`config.mk`:
```
export PLATFORM = sky130hd
export DESIGN_NAME = random_scheduler
export DESIGN_NICKNAME = d
export VERILOG_FILES = /design/src/rtl/random_scheduler.sv
export SDC_FILE = /design/constraint.sdc
export NUM_CORES = 1
export LEC_CHECK = 0
export CAP_MARGIN = 25
export CELL_PAD_IN_SITES_DETAIL_PLACEMENT = 1
export CELL_PAD_IN_SITES_GLOBAL_PLACEMENT = 2
export CORE_AREA = 4 4 83 61
export DETAILED_ROUTE_END_ITERATION = 7
export DIE_AREA = 0 0 87 65
export PLACE_DENSITY = 0.79
export RECOVER_POWER = 50
export SLEW_MARGIN = 15
export SYNTH_ARGS = -nofsm -noshare
export SYNTH_HDL_FRONTEND = slang
export SYNTH_SLANG_ARGS = --single-unit
```
`constraint.sdc`:
```
create_clock -name clk_in -period 3.1 [get_ports clk_in]
set_clock_uncertainty 0.15 [all_clocks]
set_input_delay 0.465 -clock clk_in [delete_from_list [all_inputs] [get_ports clk_in]]
set_output_delay 0.465 -clock clk_in [all_outputs]
set_load 0.02 [all_outputs]
```
`src/rtl/random_scheduler.sv`:
```
// Round-robin scheduler that hands out 4-bit values from a shared 8-bit Fibonacci LFSR,
// advancing the LFSR SPACING steps between consecutive deliveries.
module random_scheduler #(
  parameter int          N_REQ   = 4,
  parameter int          SPACING = 4,
  parameter logic [7:0]  SEED    = 8'h01
) (
  input  logic             clk_in,
  input  logic             rst_in,
  input  logic [N_REQ-1:0] req_in,
  output logic [N_REQ-1:0] gnt_out,
  output logic [3:0]       data_out,
  output logic             valid_out,
  input  logic             seed_load_in,
  input  logic [7:0]       seed_in,
  output logic             busy_out,
  output logic [7:0]       lfsr_state_out
);

  localparam int               IDX_W     = $clog2(N_REQ);
  localparam logic [7:0]       SEED_FIX  = (SEED == 8'h00) ? 8'h01 : SEED;
  localparam logic [3:0]       SPACING_V = 4'(SPACING);
  localparam logic [IDX_W-1:0] LAST_RST  = IDX_W'(N_REQ - 1);
  localparam logic [N_REQ-1:0] ONE_HOT0  = N_REQ'(1);

  typedef enum logic [1:0] {
    IDLE    = 2'd0,
    STEP    = 2'd1,
    DELIVER = 2'd2
  } state_t;

  function automatic logic [7:0] lfsr_step(input logic [7:0] s);
    return {s[6:0], s[7] ^ s[5] ^ s[4] ^ s[3]};
  endfunction

  // The all-zero state is a lock-up state, so a zero seed is replaced.
  function automatic logic [7:0] seed_fix(input logic [7:0] s);
    return (s == 8'h00) ? 8'h01 : s;
  endfunction

  state_t           state_r, state_s;
  logic [3:0]       cnt_r, cnt_s;
  logic [7:0]       lfsr_r, lfsr_s;
  logic [IDX_W-1:0] winner_r, winner_s;
  logic [IDX_W-1:0] last_winner_r, last_winner_s;
  logic [IDX_W-1:0] pick_s;
  logic             found_s;
  logic [N_REQ-1:0] gnt_r;
  logic             valid_r;
  logic [3:0]       data_r;
  logic             busy_r;

  // Round-robin search starting just after the last winner.
  always_comb begin : rr_pick
    int idx;
    pick_s  = last_winner_r;
    found_s = 1'b0;
    idx     = 0;
    for (int i = 1; i <= N_REQ; i++) begin
      idx = int'(last_winner_r) + i;
      if (idx >= N_REQ) begin
        idx = idx - N_REQ;
      end else begin
        idx = idx;
      end
      if (!found_s && req_in[IDX_W'(idx)]) begin
        found_s = 1'b1;
        pick_s  = IDX_W'(idx);
      end else begin
        pick_s  = pick_s;
      end
    end
  end

  // Next-state logic; a seed load overrides whatever the FSM was doing.
  always_comb begin
    state_s       = state_r;
    cnt_s         = cnt_r;
    lfsr_s        = lfsr_r;
    winner_s      = winner_r;
    last_winner_s = last_winner_r;
    case (state_r)
      IDLE: begin
        if (found_s) begin
          winner_s = pick_s;
          cnt_s    = SPACING_V;
          state_s  = STEP;
        end else begin
          state_s  = IDLE;
        end
      end
      STEP: begin
        lfsr_s = lfsr_step(lfsr_r);
        cnt_s  = cnt_r - 4'd1;
        if (cnt_r == 4'd1) begin
          state_s = DELIVER;
        end else begin
          state_s = STEP;
        end
      end
      DELIVER: begin
        last_winner_s = winner_r;
        state_s       = IDLE;
      end
      default: begin
        state_s = IDLE;
      end
    endcase
    if (seed_load_in) begin
      lfsr_s        = seed_fix(seed_in);
      state_s       = IDLE;
      cnt_s         = 4'd0;
      last_winner_s = last_winner_r;
    end else begin
      lfsr_s        = lfsr_s;
    end
  end

  // State and registered outputs; outputs are computed from the next state so they align with DELIVER.
  always_ff @(posedge clk_in) begin
    if (rst_in) begin
      state_r       <= IDLE;
      cnt_r         <= 4'd0;
      lfsr_r        <= SEED_FIX;
      winner_r      <= LAST_RST;
      last_winner_r <= LAST_RST;
      gnt_r         <= '0;
      valid_r       <= 1'b0;
      data_r        <= 4'd0;
      busy_r        <= 1'b0;
    end else begin
      state_r       <= state_s;
      cnt_r         <= cnt_s;
      lfsr_r        <= lfsr_s;
      winner_r      <= winner_s;
      last_winner_r <= last_winner_s;
      gnt_r         <= (state_s == DELIVER) ? (ONE_HOT0 << winner_s) : '0;
      valid_r       <= (state_s == DELIVER);
      data_r        <= (state_s == DELIVER) ? lfsr_s[3:0] : data_r;
      busy_r        <= (state_s != IDLE);
    end
  end

  assign gnt_out        = gnt_r;
  assign valid_out      = valid_r;
  assign data_out       = data_r;
  assign busy_out       = busy_r;
  assign lfsr_state_out = lfsr_r;

endmodule

```
== Word-level counts from Yosys, hierarchy flattened ==
Cells that the tools add are included.

* Flip-flop bits (word level): 28
* Input bits: 15
* Output and inout bits: 18
* Word-level logic and storage cells: 88

* Add/sub/neg operators: 9
* Magnitude comparators: 8
* Equal/unequal tests: 5
* Shift operators: 1
* Multiplexer cells: 35
* Bitwise logic cells: 5
* Reduce and logical (&&, ||, !) cells: 15

{| class="wikitable"
|+ Operator list
! operator !! count
|-
| $mux W2 || 12
|-
| $mux W8 || 3
|-
| $lt A2 B4 Y1 const B || 4
|-
| $mux W1 || 13
|-
| $ge A3 B3 Y1 const B || 3
|-
| $bmux W1 S2 || 4
|-
| $logic_not A8 Y1 || 1
|-
| $pmux W4 S2 || 1
|-
| $sub A2 B1 Y2 const B || 4
|-
| $add A2 B2 Y3 const B || 2
|-
| $reduce_bool A2 Y1 || 3
|-
| $add A2 B3 Y4 const B || 1
|-
| $eq A2 B2 Y1 const B || 2
|-
| $eq A4 B1 Y1 const B || 1
|-
| $ge A4 B3 Y1 const B || 1
|-
| $mux W4 || 1
|-
| $pmux W2 S2 || 1
|-
| $reduce_and A2 Y1 || 2
|-
| $reduce_or A2 Y1 || 2
|-
| $shl A1 B2 Y4 const A || 1
|-
| $sub A4 B1 Y4 const B || 1
|-
| $add A2 B1 Y3 const B || 1
|-
| $logic_and A1 B1 Y1 || 3
|-
| $logic_not A1 Y1 || 3
|-
| 5 further kinds || 8
|}

== Logic depth before layout (Yosys ltp) ==
* Depth in word-level cells: 22
* Depth in mapped cells: 7

== Worst setup path before layout ==
No wires, ideal clock.

* Kind: register -> register
* Start: register cnt_r[0]
* End: register data_r[3], in the netlist data_out[3]
* Data arrival time: 1.566 ns
* Data required time: 2.820 ns
* Path slack: 1.254 ns
* Cell stages (with the launch flop): 7
* Period minus slack after synthesis: 1.846 ns
* Path through: dfxtp_1 ha_1 or3b_4 or3_1 buf_2 mux2i_1 nor2_1

* Cells in the longest elaborated chain, start to end: 5

{| class="wikitable"
|+ Ends and longest elaborated chain
! item !! RTL line !! text
|-
| start, declared || 42 || <nowiki>logic [3:0] cnt_r, cnt_s;</nowiki>
|-
| start signal, assigned || 133 || <nowiki>cnt_r <= cnt_s;</nowiki>
|-
| $eq A4 B1 Y1 || 95 || <nowiki>if (cnt_r == 4'd1) begin</nowiki>
|-
| $mux W2 || 95 ||
|-
| $pmux W2 S2 || 82 || <nowiki>case (state_r)</nowiki>
|-
| $mux W2 || 109 || <nowiki>if (seed_load_in) begin</nowiki>
|-
| $eq A2 B2 Y1 || 139 || <nowiki>data_r <= (state_s == DELIVER) ? lfsr_s[3:0] : data_r;</nowiki>
|-
| end signal, assigned || 139 ||
|-
| end, declared || 50 || <nowiki>logic [3:0] data_r;</nowiki>
|}

Every way passes these cells.
A chain may end at the register's enable or synchronous reset.

== Worst setup path in the final report ==
* Start: input port req_in[1]
* End: register gnt_r[1], in the netlist gnt_out[1]

* Cells in the longest elaborated chain, start to end: 19
* Elaborated cells between the ends (all ways): 35
* Those cells by class: eq/ne (1); shift (1); mux (25); bitwise (1); reduce/logical (7)

{| class="wikitable"
|+ Ends and longest elaborated chain
! item !! RTL line !! text
|-
| start, declared || 10 || <nowiki>input logic [N_REQ-1:0] req_in,</nowiki>
|-
| $bmux W1 S2 || 66 || <nowiki>if (!found_s && req_in[IDX_W'(idx)]) begin</nowiki>
|-
| $mux W1 (not written as such) (2 in series) || 66 ||
|-
| $mux W1 || 66 ||
|-
| $logic_not A1 Y1 || 66 ||
|-
| $logic_and A1 B1 Y1 || 66 ||
|-
| $mux W1 || 66 ||
|-
| $logic_not A1 Y1 || 66 ||
|-
| $logic_and A1 B1 Y1 || 66 ||
|-
| (+2 left out) || -- ||
|-
| $logic_and A1 B1 Y1 || 66 ||
|-
| $mux W1 || 66 ||
|-
| $mux W1 || 84 || <nowiki>if (found_s) begin</nowiki>
|-
| $pmux W2 S2 || 82 ||
|-
| $mux W2 || 109 ||
|-
| $eq A2 B2 Y1 || 137 || <nowiki>gnt_r <= (state_s == DELIVER) ? (ONE_HOT0 << winner_s) : '0;</nowiki>
|-
| $not A1 Y1 (no source line) || -- ||
|-
| $reduce_or A2 Y1 (no source line) || -- ||
|-
| end signal, assigned || 137 ||
|-
| end, declared || 48 || <nowiki>logic [N_REQ-1:0] gnt_r;</nowiki>
|}

Several ways; a longest one is shown, not always the timed one. The select of a mux whose other input is x is not followed.

==> out/summary.txt <==
largest family of logic cells by synthesized area = simple AND/OR/NAND/NOR gates
most frequent CP cell = nor3_1
Core ar. = 4280 um^2
total power = 0.000730 W
DRC violations left = 0
Hold WS = 0.334 ns
Area growth, synth to finish = 32.4%
VDD IR max = 0.247 mV
Initial Util = 0.301
die height = 65 um
FF+latch area = 561 um^2
worst min path class = reg -> reg
XOR/XNOR Fraction of Synth Area = 0.0272
DP HPWL = 2530 um
f_max = 450 MHz
Startpoint Class = input port
simple-gate area share of the yosys netlist = 0.203
final antenna-violating net count = 0
Die ar. = 5660 um^2
initial antenna violation count = 0
final instance area = 1710 um^2
# fillers = 489
crit path buf inv count = 1
total number of vias = 1063
largest net degree at the start of global routing = 16
Syn Nets = 151
unrepaired setup endpoints after global routing = no
worst slew pin tran = 0.698 ns
1st-pass router iterations = 4
Static Leak = 0.718 nW
H-tree levels = 1
pins over their slew limit = 0
routability cong. = 0.729
Hold Crit Start = winner_r[1]
top post-synthesis cells by area = dfxtp_1 (43%), mux2i_1 (10%), mux2_2 (6.1%), nor2_1 (5.5%), a21oi_1 (2.7%)
layout cell share with drive strength beyond 1 = 0.108
CP Launch Point = req_in[1]
Ant. Diodes = 0
routed len/inst = 14.7 um
Ports = 33
Setup TNS Final = 0 ns
post-synthesis adder-cell area fraction = 0.0194
top_reg_cell synth = dfxtp_1
Critical Path, Cell by Cell = dlygate4sd3_1, nor4_1, nor3_1, nor2_1, nor3_1
number of global-route vias before repair = 1137
TritonCTS sink count = 28
post-synthesis mux area share = 0.162
crit-path leading delay family = simple AND/OR/NAND/NOR gates
post-CTS setup buffers = 0
fin nets = 184
gr usage total = 0.123
final setup fails = 0
Reg clk slew, reported paths = 0.09 ns
Post-CTS Hold Buffers = 0
clock buffer depth = 2
sequential area share after synthesis = 0.435
Mapped Area = 1290 um^2
Critical Path RT = 3.09 ns
Slowest-stage cell, CP = dlygate4sd3_1
Slew HR = 0.533
slowest stage delay, CP = 0.63 ns
Pwr Density = 427 nW/um^2
Final period util = 0.717
Hold Vio Cnt, Final = 0
number of port buffers = 32
WL final = 3250 um
post-synthesis area per instance = 9.62 um^2
Overflow after GRT = 0
Synth warnings = 0
CTS Buf Count = 3
Yosys reg bits = 28
number of core rows = 20
crit-path max FO = 7
Syn Inst Count = 134
Post-synth ARST share = 0
CP endpoint kind = register
die span in x = 87 um
status = finished, final reports clean
number of gates resized after CTS = 0
Critical Path AT = 2.21 ns
Root Driver = clkbuf_8
Post-synth EDFFs = 0
max-cap violation count = 0
Starting DRT DRC Count = 42
Worst R2R Start = cnt_r[0]
TritonCTS clock tree = built
Vias/cell = 4.81
Synth cell types = 33
global-route wire length before repair = 5480 um
Synth Area in Compound Gates = 0.124
min cycle time layout = 2.22 ns
Crit Path Class = in -> reg
share of the synthesized area in the top cell type = 0.435
largest area contributor in the netlist = dfxtp_1
worst skew pair latency = 0.27 ns
area of the multi-input gates = 676 um^2
Placed Area = 1670 um^2
final timing paths:
path                                          to  slack, ns  cells after the start
worst max register to register        gnt_out[0]       1.05                      5
worst max-delay path                  gnt_out[1]       0.88                      5
worst min-delay path            last_winner_r[1]       0.33                      1
worst min register to register  last_winner_r[1]       0.33                      1
metrics by stage:
stage,worst slack [ns],cells,utilization
floorplan,1.25,134,-
global placement,0.687,217,0.389
detailed placement,0.584,217,0.389
CTS,0.889,221,0.402
global route,0.707,221,0.399
finish,0.876,221,0.399
final cells by class:
| type | instances | area share |
|---|---|---|
| Inverter | 3 | 0.00660 |
| Timing Repair Buffer | 34 | 0.196 |
| Clock buffer | 4 | 0.0323 |
| Sequential cell | 28 | 0.328 |
| Tap cell | 55 | 0.0403 |
| Multi-Input combinational cell | 97 | 0.396 |
layer usage:
layer / vias to the layer above / GRT usage / routed length, um
met5: - / 0 / 0
met4: 0 / 0.0175 / 13
met3: 2 / 0.0330 / 111
met2: 16 / 0.204 / 1540
met1: 507 / 0.163 / 1580
li1: 538 / - / -
report_power, final:
| group | total (W) | internal [W] | switching [W] | leakage, nW |
|---|---|---|---|---|
| Clock | 0.000227 | 0.000114 | 0.000113 | 0.0288 |
| Sequential | 0.000385 | 0.000373 | 0.0000126 | 0.229 |
| Combinational | 0.000117 | 0.0000601 | 0.0000571 | 0.460 |
layout by cell type (no fill, tap or decap), types with 2 or more instances in the layout:
master	count
buf_4	2
nand2_1	3
xnor2_1	3
nor3b_1	2
nor4_1	5
nor3_1	6
ha_1	2
mux2_2	7
a21o_1	2
dlygate4sd3_1	14
a211o_1	2
o21bai_1	2
nand2b_1	5
inv_1	3
o21a_1	2
dfxtp_1	28
o21ba_2	2
o21ai_0	2
clkbuf_8	4
nor2b_1	3
or2_2	2
clkdlybuf4s50_1	18
mux2i_1	13
a21oi_1	7
nor2_1	19
kinds of logic after synthesis:
family                   count (synthesis)
XOR/XNOR                                 4
buffers and inverters                    9
adder cells (fa/ha/maj)                  2
AO/OA/AOI/OAI                           23
flip-flops                              28
multiplexers                            20
AND/OR/NAND/NOR                         48
flip-flops by register name, summed over array words and instances, names as in the netlist:
register and count:
last_winner_r 2, gnt_out 4, lfsr_state_out 8, winner_r 2, busy_out 1, data_out 4, valid_out 1, cnt_r 4
state_r 2
Yosys cell counts, drive strengths merged (2+ instances only):
master,number
dfxtp,28
nor2,19
mux2i,13
a21oi,7
mux2,7
nor3,6
nand2b,5
nor4,5
buf,4
inv,3
nand2,3
nor2b,3
xnor2,3
a211o,2
a21o,2
clkbuf,2
ha,2
nor3b,2
o21a,2
o21ai,2
o21ba,2
o21bai,2
or2,2
No activity file was read; power rests on OpenSTA's default activity.
